File: config.mk
export PLATFORM = sky130hd
export DESIGN_NAME = reset_conditioner
export DESIGN_NICKNAME = d
export VERILOG_FILES = /design/src/rtl/reset_conditioner_pkg.sv /design/src/rtl/button_debouncer.sv /design/src/rtl/reset_conditioner.sv
export SDC_FILE = /design/constraint.sdc
export NUM_CORES = 1
export LEC_CHECK = 0
export ABC_CLOCK_PERIOD_IN_PS = 3040
export CORE_MARGIN = 3
export CORE_UTILIZATION = 64
export CTS_CLUSTER_SIZE = 25
export DETAILED_ROUTE_END_ITERATION = 7
export PLACE_DENSITY = 0.84
export SETUP_SLACK_MARGIN = 0.15
export SYNTH_ARGS = -nofsm -noshare
export SYNTH_HDL_FRONTEND = slang
export SYNTH_SLANG_ARGS = --single-unit
File: constraint.sdc
create_clock -name clk -period 3.04 [get_ports clk]
set_input_delay 0.304 -clock clk [delete_from_list [all_inputs] [get_ports clk]]
set_output_delay 0.304 -clock clk [all_outputs]
set_load 0.02 [all_outputs]
File: src/rtl/reset_conditioner_pkg.sv
// Shared helpers for the board reset front end.
package reset_conditioner_pkg;

    // Bits needed to hold a count of 0..n-1. The result is at least 1 bit.
    function automatic int unsigned cnt_width(input int unsigned n);
        return (n <= 1) ? 1 : $clog2(n);
    endfunction

endpackage

File: src/rtl/button_debouncer.sv
// Synchronizes the raw button pad and normalizes its polarity.
// Accepts a new level only after it has been stable for DEBOUNCE_CYCLES samples.
module button_debouncer
    import reset_conditioner_pkg::*;
#(
    parameter int unsigned DEBOUNCE_CYCLES   = 250000,
    parameter int unsigned SYNC_STAGES       = 2,
    parameter bit          BUTTON_ACTIVE_LOW = 1'b0
) (
    input  logic clk,
    input  logic reset,
    input  logic button_i,
    output logic debounced_o,
    output logic button_pressed_o
);

    localparam int unsigned            CNT_W     = cnt_width(DEBOUNCE_CYCLES + 1);
    localparam logic [CNT_W-1:0]       CNT_LAST  = CNT_W'(DEBOUNCE_CYCLES - 1);
    localparam logic [SYNC_STAGES-1:0] SYNC_IDLE = {SYNC_STAGES{BUTTON_ACTIVE_LOW}};

    // Power-up values match the reset values, so FPGA configuration behaves like a reset.
    logic [SYNC_STAGES-1:0] sync_q = SYNC_IDLE;
    logic [CNT_W-1:0]       cnt_q  = '0;
    logic                   deb_q  = 1'b0;
    logic                   prs_q  = 1'b0;
    logic [CNT_W-1:0]       cnt_d;
    logic                   deb_d;
    logic                   prs_d;
    logic                   btn_s;

    assign btn_s = sync_q[SYNC_STAGES-1] ^ BUTTON_ACTIVE_LOW;

    always_ff @(posedge clk) begin
        if (reset) begin
            sync_q <= SYNC_IDLE;
            cnt_q  <= '0;
            deb_q  <= 1'b0;
            prs_q  <= 1'b0;
        end else begin
            sync_q <= {sync_q[SYNC_STAGES-2:0], button_i};
            cnt_q  <= cnt_d;
            deb_q  <= deb_d;
            prs_q  <= prs_d;
        end
    end

    // Count consecutive differing samples; any agreeing sample restarts the window.
    always_comb begin
        cnt_d = cnt_q;
        deb_d = deb_q;
        prs_d = 1'b0;
        if (btn_s != deb_q) begin
            if (cnt_q == CNT_LAST) begin
                deb_d = btn_s;
                cnt_d = '0;
                prs_d = btn_s;
            end else begin
                cnt_d = cnt_q + CNT_W'(1);
            end
        end else begin
            cnt_d = '0;
        end
    end

    assign debounced_o      = deb_q;
    assign button_pressed_o = prs_q;

endmodule

File: src/rtl/reset_conditioner.sv
// Board reset front end: power-on hold, debounced push-button reset and
// release stretching, producing a clean registered reset for the SoC.
module reset_conditioner
    import reset_conditioner_pkg::*;
#(
    parameter int unsigned DEBOUNCE_CYCLES   = 250000,
    parameter int unsigned STRETCH_CYCLES    = 16,
    parameter int unsigned POR_CYCLES        = 1024,
    parameter int unsigned SYNC_STAGES       = 2,
    parameter bit          BUTTON_ACTIVE_LOW = 1'b0
) (
    input  logic clk,
    input  logic reset,
    input  logic button,
    output logic soc_reset,
    output logic debounced,
    output logic button_pressed
);

    localparam logic [1:0] ST_POR     = 2'd0;
    localparam logic [1:0] ST_IDLE    = 2'd1;
    localparam logic [1:0] ST_ASSERT  = 2'd2;
    localparam logic [1:0] ST_STRETCH = 2'd3;

    localparam int unsigned      POR_W    = cnt_width(POR_CYCLES);
    localparam int unsigned      STR_W    = cnt_width(STRETCH_CYCLES);
    localparam logic [POR_W-1:0] POR_LAST = POR_W'(POR_CYCLES - 1);
    localparam logic [STR_W-1:0] STR_LAST = STR_W'(STRETCH_CYCLES - 1);

    logic [1:0]       state_q     = ST_POR;
    logic [POR_W-1:0] por_cnt_q   = '0;
    logic [STR_W-1:0] str_cnt_q   = '0;
    logic             soc_reset_q = 1'b1;
    logic [1:0]       state_d;
    logic [POR_W-1:0] por_cnt_d;
    logic [STR_W-1:0] str_cnt_d;
    logic             soc_reset_d;

    button_debouncer #(
        .DEBOUNCE_CYCLES  (DEBOUNCE_CYCLES),
        .SYNC_STAGES      (SYNC_STAGES),
        .BUTTON_ACTIVE_LOW(BUTTON_ACTIVE_LOW)
    ) u_debouncer (
        .clk             (clk),
        .reset           (reset),
        .button_i        (button),
        .debounced_o     (debounced),
        .button_pressed_o(button_pressed)
    );

    always_ff @(posedge clk) begin
        if (reset) begin
            state_q     <= ST_POR;
            por_cnt_q   <= '0;
            str_cnt_q   <= '0;
            soc_reset_q <= 1'b1;
        end else begin
            state_q     <= state_d;
            por_cnt_q   <= por_cnt_d;
            str_cnt_q   <= str_cnt_d;
            soc_reset_q <= soc_reset_d;
        end
    end

    // Reset is asserted in every state except IDLE, so ASSERT<->STRETCH never glitches.
    always_comb begin
        state_d   = state_q;
        por_cnt_d = por_cnt_q;
        str_cnt_d = str_cnt_q;
        case (state_q)
            ST_POR: begin
                if (por_cnt_q == POR_LAST) begin
                    por_cnt_d = '0;
                    state_d   = debounced ? ST_ASSERT : ST_IDLE;
                end else begin
                    por_cnt_d = por_cnt_q + POR_W'(1);
                end
            end
            ST_IDLE: begin
                if (debounced) begin
                    state_d = ST_ASSERT;
                end
            end
            ST_ASSERT: begin
                if (!debounced) begin
                    state_d   = ST_STRETCH;
                    str_cnt_d = '0;
                end
            end
            ST_STRETCH: begin
                if (debounced) begin
                    state_d   = ST_ASSERT;
                    str_cnt_d = '0;
                end else if (str_cnt_q == STR_LAST) begin
                    state_d   = ST_IDLE;
                    str_cnt_d = '0;
                end else begin
                    str_cnt_d = str_cnt_q + STR_W'(1);
                end
            end
            default: state_d = ST_POR;
        endcase
        soc_reset_d = (state_d != ST_IDLE);
    end

    assign soc_reset = soc_reset_q;

endmodule

==> results.txt <==
* Average detailed-routed wire length per instance: 13.5 um
- Summing the sequential cell areas from Yosys gives between 40% and 50% of the chip area.
* Launch instance of the worst min-delay path: u_debouncer.sync_q[0]
* Type of element launching the critical path: register
* Kind of end point of the critical path: register
- At the end of routability-driven placement, the weighted congestion stood at around 0.82.
- Net Sw Frac: about 22%
- Number of clock buffers inserted by TritonCTS: 5
- Number of nets with antenna violations after routing: 0
* Post-synthesis net count: roughly 200
- TritonCTS built the clock tree.
- The H-tree generated during clock tree synthesis spans 2 levels.
- Global routing consumed, over all layers together, 21.7% of the routing resources.
- The min-delay analysis places its worst path in the category reg2reg.
- Maximum capacitance violations: 0
* Mean cell area of the mapped netlist: 8.75 um^2
- The run finished with clean final reports.
- Leakage power figure: 0.562 nW
* Endpoints failing setup: 0
- Data required time at the worst endpoint: between 3 and 4 ns
- Number of hold-slack violations in the final timing report: 0
* R2R setup slack: about 1.0 ns
- Hold Path Cell Cnt: 1
* Leading cell type in the layout, fill and taps excluded: sky130_fd_sc_hd__dfxtp_1
* Post-cts repair resize count: 0
- The worst hold path terminates at u_debouncer.sync_q[1].
- Counting flops with a built-in enable in the synthesized netlist gives 0.
- STA puts the critical path data arrival time at about 2.2 ns.
- Number of global-route vias before repair: between 1000 and 1500
* Worst Slack Setup Final: around 1.0 ns
- In this run the critical register-to-register path is launched from u_debouncer.cnt_q[0].
- The worst-case IR drop observed on VDD is 0.378 mV.
* Worst clock skew: roughly 0.013 ns
* Total power density per cell area: roughly 430 mW/mm^2
- Nets: 210
* First-pass GRT wire length: 5570 um
- Transition time of the tightest slew-check pin: about 0.73 ns
* Final TNS setup: 0 ns
* Critical path peak fanout: 18
* Layout overhead on the synthesized area: 5.58%
* Shortest period the worst path allows: about 2 ns
- Crit Path Class: reg2reg
* Leading cell types in the layout, fill and taps excluded: sky130_fd_sc_hd__dfxtp_1, sky130_fd_sc_hd__nor2_1, sky130_fd_sc_hd__xnor2_1, sky130_fd_sc_hd__nand3_1, sky130_fd_sc_hd__nand2_1
- Once layout is done, the placed cells without fillers occupy ~0.0018 mm^2.
* Vias per std cell: 5.89
- Area of the die: about 0.0034 mm^2
- The most used flip-flop cell after synthesis is sky130_fd_sc_hd__dfxtp_1.
* Area inside the core boundary: approximately 0.0025 mm^2
- The die is about 60 um wide.
- Fraction of the cycle the final worst path needs: about two thirds
- Final WL: 3170 um
- Setup repair after global routing left no endpoint under its margin.
* Power share of the sequential group: around 66%
- Number of different library cells in the post-synthesis netlist: 37
- Worst hold margin: around 0.45 ns
* Worst-Skew Late Latency: 0.34 ns
- First-pass detailed-route iteration total: 4
- After synthesis, the share of flip-flops with an asynchronous set or reset is 0%.
- Internal portion of total power: just over 0.0006 W
* Pin count of the biggest net entering global routing: 22
- In this run the clock root is driven by a sky130_fd_sc_hd__clkbuf_4.
- Antenna violations before repair: 0
- The final count of pins violating max slew is 0.
- Of the cells placed in the final design, the portion with a size suffix greater than 1 is ~5.4%.
- After clock tree synthesis, the clock-pin slew on the worst setup and hold paths is between 0.1 and 0.15 ns.
* HPWL after detailed placement: approximately 2300 um
* Clock Path Buffers: 2
- In this run the power spent charging and discharging nets is 0.000174 W.
- 0 antenna diodes ended up in the layout.
- The initial utilization of the core area, before any placement, comes to a little under 70%.
* Placed Instance Area: around 0.0018 mm^2
- Including well taps, the total number of placed cells is 227.
- Number of primary I/O pins: 6
- After clock tree synthesis, the flow added hold-fix buffers numbering 0.
- DRC violations left: 0
* Total grt overflow: 0
- Mapped Area: 0.00175 mm^2
- Setup repair bufs after CTS: 0
* Port buffer count: 5
* Count of yosys warnings during synthesis: 0
- For this run, the top clock speed supported by timing is roughly 500 MHz.
- FF-to-FF path depth: 5
- Number of sinks handled by clock tree synthesis: 39
- After synthesis the netlist holds a flip-flop and latch count of 39.
- The initialized floorplan defines 18 standard-cell rows.
- Measured against its own limit, the worst slew margin works out to 51.5%.
* Destination of the worst register-to-register timing path: u_debouncer.cnt_q[16]
- Post-layout instance count excluding filler cells: approximately 240
- The floorplan step set the die height to slightly below 60 um.
- Via Count: 1383
- Clock power frac: 31.6%
- Combinational logic is responsible for 2.4% of the overall power.
* Syn Inst Count: 200
* Pre-CTS setup slack: 1.06 ns
* Number of violations reported at the end of detailed-routing iteration 0: 62
==> cell usage after synthesis, types with 4 or more instances <==
cell / count / area (um^2)
sky130_fd_sc_hd__a21oi_1: 6 / 30.0
sky130_fd_sc_hd__a211oi_1: 4 / 30.0
sky130_fd_sc_hd__nand2_1: 10 / 37.5
sky130_fd_sc_hd__dfxtp_1: 39 / 781
sky130_fd_sc_hd__nor3_1: 6 / 30.0
sky130_fd_sc_hd__clkbuf_1: 5 / 18.8
sky130_fd_sc_hd__nor2b_1: 4 / 25.0
sky130_fd_sc_hd__xnor2_1: 17 / 149
sky130_fd_sc_hd__nand4_1: 9 / 56.3
sky130_fd_sc_hd__xor2_1: 5 / 43.8
sky130_fd_sc_hd__nor2_1: 36 / 135
sky130_fd_sc_hd__inv_1: 7 / 26.3
sky130_fd_sc_hd__nor4_1: 7 / 43.8
sky130_fd_sc_hd__nand3_1: 12 / 60.1
==> through the flow <==
stage / utilization [%] / total power (W)
after floorplan: - / 0.000546
after global placement: 70.6 / 0.000550
after detailed placement: 70.6 / 0.000551
after CTS: 72.6 / 0.000798
after global routing: 72.6 / 0.000822
final: 72.6 / 0.000789
==> sequential cells by signal (all words and copies together) (netlist names) <==
name,count
str_cnt_q,4
por_cnt_q,10
u_debouncer.cnt_q,18
u_debouncer.sync_q,2
soc_reset,1
u_debouncer.debounced_o,1
u_debouncer.button_pressed_o,1
state_q,2
==> power by group through the flow <==
| stage | combinational, W | sequential, W | clock, W |
|---|---|---|---|
| final | 0.0000193 | 0.000520 | 0.000249 |
| after global routing | 0.0000220 | 0.000522 | 0.000279 |
| after CTS | 0.0000196 | 0.000520 | 0.000258 |
| after detailed placement | 0.0000195 | 0.000532 | 0 |
| after global placement | 0.0000185 | 0.000531 | 0 |
| after floorplan | 0.0000147 | 0.000531 | 0 |
==> how the worst max path moves through the flow <==
| stage | startpoint | endpoint | slack [ns] | depth (start not counted) |
|---|---|---|---|---|
| 6_report | u_debouncer.cnt_q[0] | u_debouncer.cnt_q[16] | 1.04 | 5 |
| 5_1_grt | u_debouncer.cnt_q[0] | u_debouncer.cnt_q[16] | 0.85 | 5 |
| 4_1_cts | u_debouncer.cnt_q[0] | u_debouncer.cnt_q[16] | 1.05 | 5 |
| 3_5_place_dp | u_debouncer.cnt_q[0] | u_debouncer.cnt_q[16] | 1.06 | 5 |
| 3_3_place_gp | reset | u_debouncer.cnt_q[13] | 1.14 | 4 |
| 2_1_floorplan | u_debouncer.cnt_q[0] | u_debouncer.cnt_q[4] | 1.36 | 6 |
==> logic make-up (layout without fill, tap and decap cells) <==
| kind of cell | Yosys count | after routing | share of synthesized area (%) |
|---|---|---|---|
| simple gates | 98 | 98 | 28.6 |
| flops | 39 | 39 | 44.6 |
| xor+xnor | 22 | 22 | 11.0 |
| compound gates | 20 | 20 | 8.08 |
| buf+inv | 15 | 20 | 3.79 |
| fa+ha+maj | 3 | 3 | 2.15 |
| mux | 3 | 3 | 1.72 |
==> cell type report <==
class                      instances  area (um^2)
multi-input combinational        146          902
sequential                        39          781
fill                             193          698
timing repair buffer               5         50.0
clock buffer                       7         45.0
tap                               30         37.5
inverter                           7         26.3
clock inverter                     1         5.00
==> worst max-delay path: stages (launching register included) <==
cell,delay (ns)
sky130_fd_sc_hd__dfxtp_1,0.40
sky130_fd_sc_hd__ha_1,0.20
sky130_fd_sc_hd__nand3_1,0.29
sky130_fd_sc_hd__or3_4,0.45
sky130_fd_sc_hd__o21ai_4,0.41
sky130_fd_sc_hd__nor2_1,0.12
==> metal layers <==
| layer | GRT usage [%] | part of all wire, % | wire length [um] | vias up |
|---|---|---|---|---|
| met1 | 26.5 | 48 | 1510 | 639 |
| met3 | 8.02 | 3.9 | 124 | 7 |
| met4 | 9.93 | 1.9 | 59 | 0 |
| li1 | - | - | - | 706 |
| met5 | 0 | 0 | 0 | - |
| met2 | 33.8 | 47 | 1480 | 31 |
(Power assumes the default switching activity.)
